==> src/rtl/conv_pkg.sv <==
// ---------------------------------------------------------------------------
// conv_pkg
// Shared definitions for the conv layer scheduler:
//   - sched_state_t : scheduler FSM state encoding
//   - NUM_LAYERS_DEF: default number of conv layers per run
//   - DRAIN_CYCLES  : engine pipeline depth after eng_valid
//   - LAYER_WBASE / LAYER_BBASE : per-layer weight/bias base addresses
//   - layer_wbase() / layer_bbase() : lookup helpers
// ---------------------------------------------------------------------------
package conv_pkg;

    typedef enum logic [2:0] {
        ST_IDLE  = 3'd0,
        ST_LOAD  = 3'd1,
        ST_ARM   = 3'd2,
        ST_RUN   = 3'd3,
        ST_DRAIN = 3'd4,
        ST_NEXT  = 3'd5,
        ST_FIN   = 3'd6,
        ST_ERR   = 3'd7
    } sched_state_t;

    localparam int NUM_LAYERS_DEF = 4;
    localparam int DRAIN_CYCLES   = 4;

    // Each layer owns 9 weight words (3x3 kernel) and 3 bias words
    // (one per channel); element i belongs to layer i.
    localparam logic [3:0][6:0] LAYER_WBASE = {7'd27, 7'd18, 7'd9, 7'd0};
    localparam logic [3:0][4:0] LAYER_BBASE = {5'd9, 5'd6, 5'd3, 5'd0};

    function automatic logic [6:0] layer_wbase(input logic [1:0] idx);
        return LAYER_WBASE[idx];
    endfunction

    function automatic logic [4:0] layer_bbase(input logic [1:0] idx);
        return LAYER_BBASE[idx];
    endfunction

endpackage

==> src/rtl/conv_wport_mux.sv <==
// ---------------------------------------------------------------------------
// conv_wport_mux
// Combinational arbiter for the shared SRAM bank write port.
// Ports:
//   i_host_gnt            host currently owns the port (wins over engine)
//   i_eng_own             scheduler is in a phase where the engine may write
//   i_host_wen/waddr/wdata host loader write request
//   i_eng_wen/waddr/wdata  conv engine write request
//   o_wen/o_waddr/o_wdata  muxed write port (wen active-low per bank)
// Requests from the side that does not own the port are simply dropped.
// ---------------------------------------------------------------------------
module conv_wport_mux #(
    parameter int DATA_BW = 270
) (
    input  logic               i_host_gnt,
    input  logic               i_eng_own,
    input  logic [3:0]         i_host_wen,
    input  logic [10:0]        i_host_waddr,
    input  logic [DATA_BW-1:0] i_host_wdata,
    input  logic [3:0]         i_eng_wen,
    input  logic [10:0]        i_eng_waddr,
    input  logic [DATA_BW-1:0] i_eng_wdata,
    output logic [3:0]         o_wen,
    output logic [10:0]        o_waddr,
    output logic [DATA_BW-1:0] o_wdata
);

    always_comb begin
        o_wen   = 4'hF;
        o_waddr = '0;
        o_wdata = '0;
        if (i_host_gnt) begin
            o_wen   = i_host_wen;
            o_waddr = i_host_waddr;
            o_wdata = i_host_wdata;
        end else if (i_eng_own) begin
            o_wen   = i_eng_wen;
            o_waddr = i_eng_waddr;
            o_wdata = i_eng_wdata;
        end
    end

endmodule

==> src/rtl/conv_layer_sched.sv <==
// ---------------------------------------------------------------------------
// conv_layer_sched
// Sequences NUM_LAYERS conv layers through a single conv engine: host load,
// engine arm (reset + enable), run with watchdog, pipeline drain, next layer.
// Ports:
//   clk, rst_n                 clock, synchronous active-low reset
//   start                      begin a run (from IDLE or ERR)
//   host_load_done             host finished loading activations/weights
//   host_wen/waddr/wdata       host loader write request
//   host_gnt                   host owns the bank write port
//   eng_rst_n, eng_enable      conv engine reset (active-low) and start
//   eng_valid                  engine finished (level)
//   eng_wen/waddr/wdata        engine write request
//   sram_wen/waddr/wdata       muxed bank write port (combinational)
//   cfg_layer/wbase/bbase      current layer and its weight/bias bases
//   busy, done, err            status: active, run-complete pulse, sticky error
// All outputs except the sram_* mux are registered; they are decoded from
// the next state so they line up with the state register cycle for cycle.
// ---------------------------------------------------------------------------
module conv_layer_sched
    import conv_pkg::*;
#(
    parameter int          NUM_LAYERS = NUM_LAYERS_DEF,
    parameter int          DATA_BW    = 270,
    parameter logic [15:0] WDOG_MAX   = 16'd4000
) (
    input  logic               clk,
    input  logic               rst_n,
    input  logic               start,
    input  logic               host_load_done,
    input  logic [3:0]         host_wen,
    input  logic [10:0]        host_waddr,
    input  logic [DATA_BW-1:0] host_wdata,
    output logic               host_gnt,
    output logic               eng_rst_n,
    output logic               eng_enable,
    input  logic               eng_valid,
    input  logic [3:0]         eng_wen,
    input  logic [10:0]        eng_waddr,
    input  logic [DATA_BW-1:0] eng_wdata,
    output logic [3:0]         sram_wen,
    output logic [10:0]        sram_waddr,
    output logic [DATA_BW-1:0] sram_wdata,
    output logic [1:0]         cfg_layer,
    output logic [6:0]         cfg_wbase,
    output logic [4:0]         cfg_bbase,
    output logic               busy,
    output logic               done,
    output logic               err
);

    localparam logic [1:0] LAST_LAYER = 2'(NUM_LAYERS - 1);
    localparam logic [1:0] DRAIN_LAST = 2'(DRAIN_CYCLES - 1);

    sched_state_t r_state;
    sched_state_t w_state_nxt;
    logic [1:0]   r_phase;
    logic [1:0]   w_phase_nxt;
    logic [1:0]   r_layer;
    logic [1:0]   w_layer_nxt;
    logic [15:0]  r_wdog;
    logic         w_wdog_expire;
    logic         w_eng_own;

    logic         r_host_gnt;
    logic         r_eng_rst_n;
    logic         r_eng_enable;
    logic         r_busy;
    logic         r_done;
    logic         r_err;
    logic [6:0]   r_cfg_wbase;
    logic [4:0]   r_cfg_bbase;

    logic         w_host_gnt_nxt;
    logic         w_eng_rst_n_nxt;
    logic         w_eng_enable_nxt;
    logic         w_busy_nxt;
    logic         w_done_nxt;
    logic         w_err_nxt;

    // Expiry fires on the RUN cycle in which the count would reach WDOG_MAX,
    // so RUN lasts exactly WDOG_MAX cycles without eng_valid.
    assign w_wdog_expire = ({1'b0, r_wdog} + 17'd1) >= {1'b0, WDOG_MAX};

    // r_phase counts cycles spent in the current state; ARM and DRAIN use it
    // for their fixed lengths. eng_valid wins over watchdog expiry in RUN.
    always_comb begin
        w_state_nxt = r_state;
        w_layer_nxt = r_layer;
        case (r_state)
            ST_IDLE: begin
                if (start) begin
                    w_state_nxt = ST_LOAD;
                    w_layer_nxt = '0;
                end
            end
            ST_LOAD: begin
                if (host_load_done) w_state_nxt = ST_ARM;
            end
            ST_ARM: begin
                if (r_phase == 2'd1) w_state_nxt = ST_RUN;
            end
            ST_RUN: begin
                if (eng_valid)          w_state_nxt = ST_DRAIN;
                else if (w_wdog_expire) w_state_nxt = ST_ERR;
            end
            ST_DRAIN: begin
                if (r_phase == DRAIN_LAST) w_state_nxt = ST_NEXT;
            end
            ST_NEXT: begin
                if (r_layer == LAST_LAYER) begin
                    w_state_nxt = ST_FIN;
                end else begin
                    w_state_nxt = ST_ARM;
                    w_layer_nxt = r_layer + 2'd1;
                end
            end
            ST_FIN: begin
                w_state_nxt = ST_IDLE;
            end
            ST_ERR: begin
                if (start) begin
                    w_state_nxt = ST_LOAD;
                    w_layer_nxt = '0;
                end
            end
            default: begin
                w_state_nxt = ST_IDLE;
            end
        endcase

        w_phase_nxt = (w_state_nxt == r_state) ? r_phase + 2'd1 : 2'd0;

        // Engine is held in reset everywhere except the second ARM cycle,
        // RUN and DRAIN (engine keeps its results and the port while draining).
        w_eng_enable_nxt = ((w_state_nxt == ST_ARM) && (w_phase_nxt == 2'd1))
                           || (w_state_nxt == ST_RUN);
        w_eng_rst_n_nxt  = w_eng_enable_nxt || (w_state_nxt == ST_DRAIN);
        w_host_gnt_nxt   = (w_state_nxt == ST_LOAD) || (w_state_nxt == ST_ERR);
        w_busy_nxt       = (w_state_nxt != ST_IDLE) && (w_state_nxt != ST_ERR);
        w_done_nxt       = (w_state_nxt == ST_FIN);
        w_err_nxt        = (w_state_nxt == ST_ERR);
    end

    // State, counters, configuration and registered outputs.
    always_ff @(posedge clk) begin
        if (!rst_n) begin
            r_state      <= ST_IDLE;
            r_phase      <= '0;
            r_layer      <= '0;
            r_wdog       <= '0;
            r_host_gnt   <= 1'b0;
            r_eng_rst_n  <= 1'b0;
            r_eng_enable <= 1'b0;
            r_busy       <= 1'b0;
            r_done       <= 1'b0;
            r_err        <= 1'b0;
            r_cfg_wbase  <= '0;
            r_cfg_bbase  <= '0;
        end else begin
            r_state      <= w_state_nxt;
            r_phase      <= w_phase_nxt;
            r_layer      <= w_layer_nxt;
            r_host_gnt   <= w_host_gnt_nxt;
            r_eng_rst_n  <= w_eng_rst_n_nxt;
            r_eng_enable <= w_eng_enable_nxt;
            r_busy       <= w_busy_nxt;
            r_done       <= w_done_nxt;
            r_err        <= w_err_nxt;
            r_cfg_wbase  <= layer_wbase(w_layer_nxt);
            r_cfg_bbase  <= layer_bbase(w_layer_nxt);
            if ((w_state_nxt == ST_ARM) && (r_state != ST_ARM)) begin
                r_wdog <= '0;
            end else if ((r_state == ST_RUN) && (r_wdog != 16'hFFFF)) begin
                r_wdog <= r_wdog + 16'd1;
            end
        end
    end

    assign w_eng_own = (r_state == ST_ARM) || (r_state == ST_RUN)
                       || (r_state == ST_DRAIN);

    conv_wport_mux #(
        .DATA_BW (DATA_BW)
    ) u_wport_mux (
        .i_host_gnt   (r_host_gnt),
        .i_eng_own    (w_eng_own),
        .i_host_wen   (host_wen),
        .i_host_waddr (host_waddr),
        .i_host_wdata (host_wdata),
        .i_eng_wen    (eng_wen),
        .i_eng_waddr  (eng_waddr),
        .i_eng_wdata  (eng_wdata),
        .o_wen        (sram_wen),
        .o_waddr      (sram_waddr),
        .o_wdata      (sram_wdata)
    );

    assign host_gnt   = r_host_gnt;
    assign eng_rst_n  = r_eng_rst_n;
    assign eng_enable = r_eng_enable;
    assign busy       = r_busy;
    assign done       = r_done;
    assign err        = r_err;
    assign cfg_layer  = r_layer;
    assign cfg_wbase  = r_cfg_wbase;
    assign cfg_bbase  = r_cfg_bbase;

endmodule

==> config.mk <==
export PLATFORM = sky130hd
export DESIGN_NAME = conv_layer_sched
export DESIGN_NICKNAME = d
export VERILOG_FILES = /design/src/rtl/conv_pkg.sv /design/src/rtl/conv_wport_mux.sv /design/src/rtl/conv_layer_sched.sv
export SDC_FILE = /design/constraint.sdc
export NUM_CORES = 1
export LEC_CHECK = 0
export ABC_AREA = 1
export CORE_AREA = 3 3 346 348
export DETAILED_ROUTE_END_ITERATION = 10
export DIE_AREA = 0 0 349 351
export PLACE_DENSITY_LB_ADDON = 0.05
export SLEW_MARGIN = 15
export SYNTH_ARGS = -nofsm -noshare
export SYNTH_HDL_FRONTEND = slang
export SYNTH_SLANG_ARGS = --single-unit
==> constraint.sdc <==
create_clock -name clk -period 6.6 [get_ports clk]
set_clock_uncertainty 0.2 [all_clocks]
set_input_delay 0.99 -clock clk [delete_from_list [all_inputs] [get_ports clk]]
set_output_delay 0.99 -clock clk [all_outputs]
set_load 0.01 [all_outputs]
==> results.md <==
- Post-synth ARST share: 0%
- CORE AREA: roughly 0.12 mm2
- Relative max-transition margin: 37.4%
- Initial antenna violation count: 30
- Crit Path Class: register to primary output
- Initial core utilization: under 10%
- Routed WL: around 82 mm
- Root Driver: clkbuf_16
- Sequential cell area: 644 um2
- HP Class: register to register
- Worst endpoint required time: 5.41 ns
- Routability cong.: slightly above 0.9
- Final HPWL DP: 70.7 mm
- Setup-failing EPs final: 0
- Worst-Skew Late Latency: 0.30 ns
- Crit. End Element: primary output
- First DRT Iteration DRCs: roughly 580
- Startpoint Class: register
- Routed wire per std cell: 23.1 um
- DRC violations left: 0
- Final Net Count: 2592
- Fin. max-slew vios: 0
- Global-route wire length before repair: 104 mm
- CTS Hold Bufs: 0
- Met3 GRT Util: 4.31%
- Clk sink count: 32
- Final hold vios: 0
- CTS max path bufs: 2
- Vias in the first global route: ~11000
- Total global-route track usage: approximately an eighth
- Post-synthesis area per instance: 4.74 um2
- Top-area cell type share of the netlist area: between 40% and 50%
- Fmax: 223 MHz
- Port bufs: 875
- Tmin final: 4.49 ns
- Fin crit share: 68.0%
- Mapped Cells: 1223
- Ys Warns: 0
- CTS-repair resized insts: 0
- CTS clock-pin slew for the worst setup and hold paths: approximately 0.080 ns
- GRT Max-Usage Layer: met2
- Worst path slowest cell: buf_4
- RSZ-0062 raised after global routing: no
- Fillcell total: 13500
- Largest net degree at the start of global routing: 160
- Final core utilization: 14.1%
- Layout cells sized above 1: 2.44%
- Die width: 349 um
- Via/cell ratio: about 3.2
- Seq pwr share: 6.6%
- Grt ovf: 0
- Combinational share of power: 86.0%
- Fin cells: about 3500
- Io pins: 880
- ANT nets after route: 0
- Placed cells: roughly 3500
- Die H: about 350 um
- Synth Register Bits: 32
- DR vias: 11200
- Peak supply drop: 0.000212 V
- Synth Flop Type: dfxtp_1
- Post-synth EDFFs: 0
- Synth top area cells: nand2_1 41%, nand3_1 26%, dfxtp_1 11%
- TritonCTS clock tree: yes
- CP dominant cell by count: nand3_1
- CP cell instances: nand3_1 -> o21ai_4 -> buf_12 -> buf_4 -> nand3_1 -> nand2_1 -> clkdlybuf4s50_1
- Standard-cell row count: 125
- NetSw: 2.19 mW
- Crit-path max FO: 109
- Maxcap violations: 0
- Sequential share of the synthesized area: between 10% and 20%
- Met2 global-route usage: roughly 24%
- Die area: 0.122 mm2
- Pre-Repair DR Iteration Count: 5
- Largest area contributor in the synthesized netlist: nand2_1
- Sw Ratio: 52.0%
- Met1 GRT Util: 13.0%
- Worst slew pin tran: 0.940 ns
- Leakage power: 6.57 nW
- P_int: 2.02 mW
- Worst EP arrival: 3.30 ns
- H-tree levels: 2
- Cell variety after synth: 30
- Outcome: finished, final reports clean
- Multi-input gate area: 0.00460 mm2
- Syn-to-layout area delta: 183%
- PD cells: around 260 mW/mm2
- Number of CTS-inserted buffers: 5
- Synth Cell Area: 0.00580 mm2
- Clk pwr share: 7.4%
- Post-CTS Setup Inserts: 0
- Setup TNS: 0 ns
- Max incr delay on CP: approximately 0.65 ns
-- cell usage in the layout (no fill, tap or decap), types with 3 or more instances in the layout --
cell type | synthesis | final
buf_4 | 9 | 6
o21ai_0 | 12 | 12
xnor2_1 | 3 | 3
dfxtp_1 | 32 | 31
buf_12 | 0 | 4
nor3_1 | 5 | 5
clkdlybuf4s50_1 | 0 | 875
nand2_1 | 626 | 626
nand2_2 | 4 | 4
ha_1 | 6 | 6
diode_2 | 0 | 9
inv_1 | 32 | 32
nor2_1 | 36 | 36
nor2_2 | 15 | 15
a21oi_1 | 14 | 14
clkbuf_16 | 0 | 5
inv_2 | 3 | 3
nand3_1 | 298 | 298
xor2_1 | 4 | 4
nand4_1 | 10 | 10
conb_1 | 1 | 4
-- metrics by stage --
step                worst slack, ns  hold slack (ns)  cell area [um2]  power [mW]
floorplan                      3.90            0.256             5810        1.63
global placement               2.44            0.279            16200        4.08
detailed placement             2.44            0.292            16200        4.04
CTS                            2.10            0.301            16400        4.38
global route                   1.91            0.310            16400        4.53
finish                         2.11            0.289            16400        4.21
-- power groups by stage --
stage	registers [mW]	clock network, mW	logic, mW
after CTS	0.282	0.330	3.77
after floorplan	0.242	0	1.39
final	0.278	0.311	3.63
after detailed placement	0.287	0	3.76
after global placement	0.285	0	3.79
after global routing	0.288	0.331	3.91
-- synth_stat cells (2+ instances only) --
library cell and n:
nand2_1 626, clkbuf_1 92, dfxtp_1 32, nor2_2 15, nand3_1 298, buf_1 5, o21ai_0 12, inv_1 32
nor2_4 2, nand4_1 10, clkinv_1 2, o21ai_1 3, ha_1 6, xor2_1 4, nor3_2 2, nand2_2 4
buf_4 9, nor2_1 36, inv_2 3, xnor2_1 3, nor3_1 5, a21oi_1 14
-- worst max-delay path: cells and delay by family, from the launching register on --
family	cells	cell delay, ns
AND/OR/NAND/NOR	3	0.45
buffers and inverters	3	1.66
AO/OA/AOI/OAI	1	0.14
flip-flops	1	0.50
-- cells by family (layout without fill, tap and decap cells) --
| kind of cell | count (synthesis) | count (layout) | synth area share [%] |
|---|---|---|---|
| xor+xnor | 7 | 7 | 1.06 |
| other cells | 1 | 13 | 0.0647 |
| simple gates | 1000 | 1000 | 73.3 |
| fa+ha+maj | 6 | 6 | 1.30 |
| flops | 32 | 32 | 11.1 |
| buf+inv | 144 | 930 | 10.0 |
| compound gates | 33 | 33 | 3.15 |
-- layout make-up --
| cell class | instances | area share, % |
|---|---|---|
| Antenna cell | 9 | 0.137 |
| Multi-Input combinational cell | 1050 | 28.1 |
| Timing Repair Buffer | 885 | 54.2 |
| Tap cell | 1524 | 11.6 |
| Clock buffer | 7 | 0.932 |
| Clock inverter | 1 | 0.183 |
| Inverter | 37 | 0.894 |
| Sequential cell | 32 | 3.93 |
-- worst paths after layout --
kind / to / cells past startpoint / from / slack, ns
worst max-delay path: sram_wdata[89] / 7 / r_state[2] / 2.11
worst min-delay path: r_phase[0] / 1 / r_phase[0] / 0.29
worst max register to register: r_wdog[1] / 12 / r_wdog[0] / 3.90
worst min register to register: r_phase[0] / 1 / r_phase[0] / 0.29
-- per-layer routing --
metal / part of all wire (%) / vias to the layer above / routed length, um
li1: - / 5482 / -
met1: 37 / 5143 / 30000
met2: 54 / 456 / 44500
met3: 8.1 / 62 / 6660
met4: 0.80 / 24 / 660
met5: 0.21 / - / 171
-- state kept, by name, summed over array words and instances (netlist names) --
| name | count |
|---|---|
| host_gnt | 1 |
| cfg_bbase | 3 |
| eng_enable | 1 |
| r_state | 3 |
| r_phase | 2 |
| done | 1 |
| err | 1 |
| cfg_layer | 1 |
| cfg_wbase | 1 |
| r_wdog | 16 |
| busy | 1 |
| eng_rst_n | 1 |
Power figures use the tool's default switching activity.
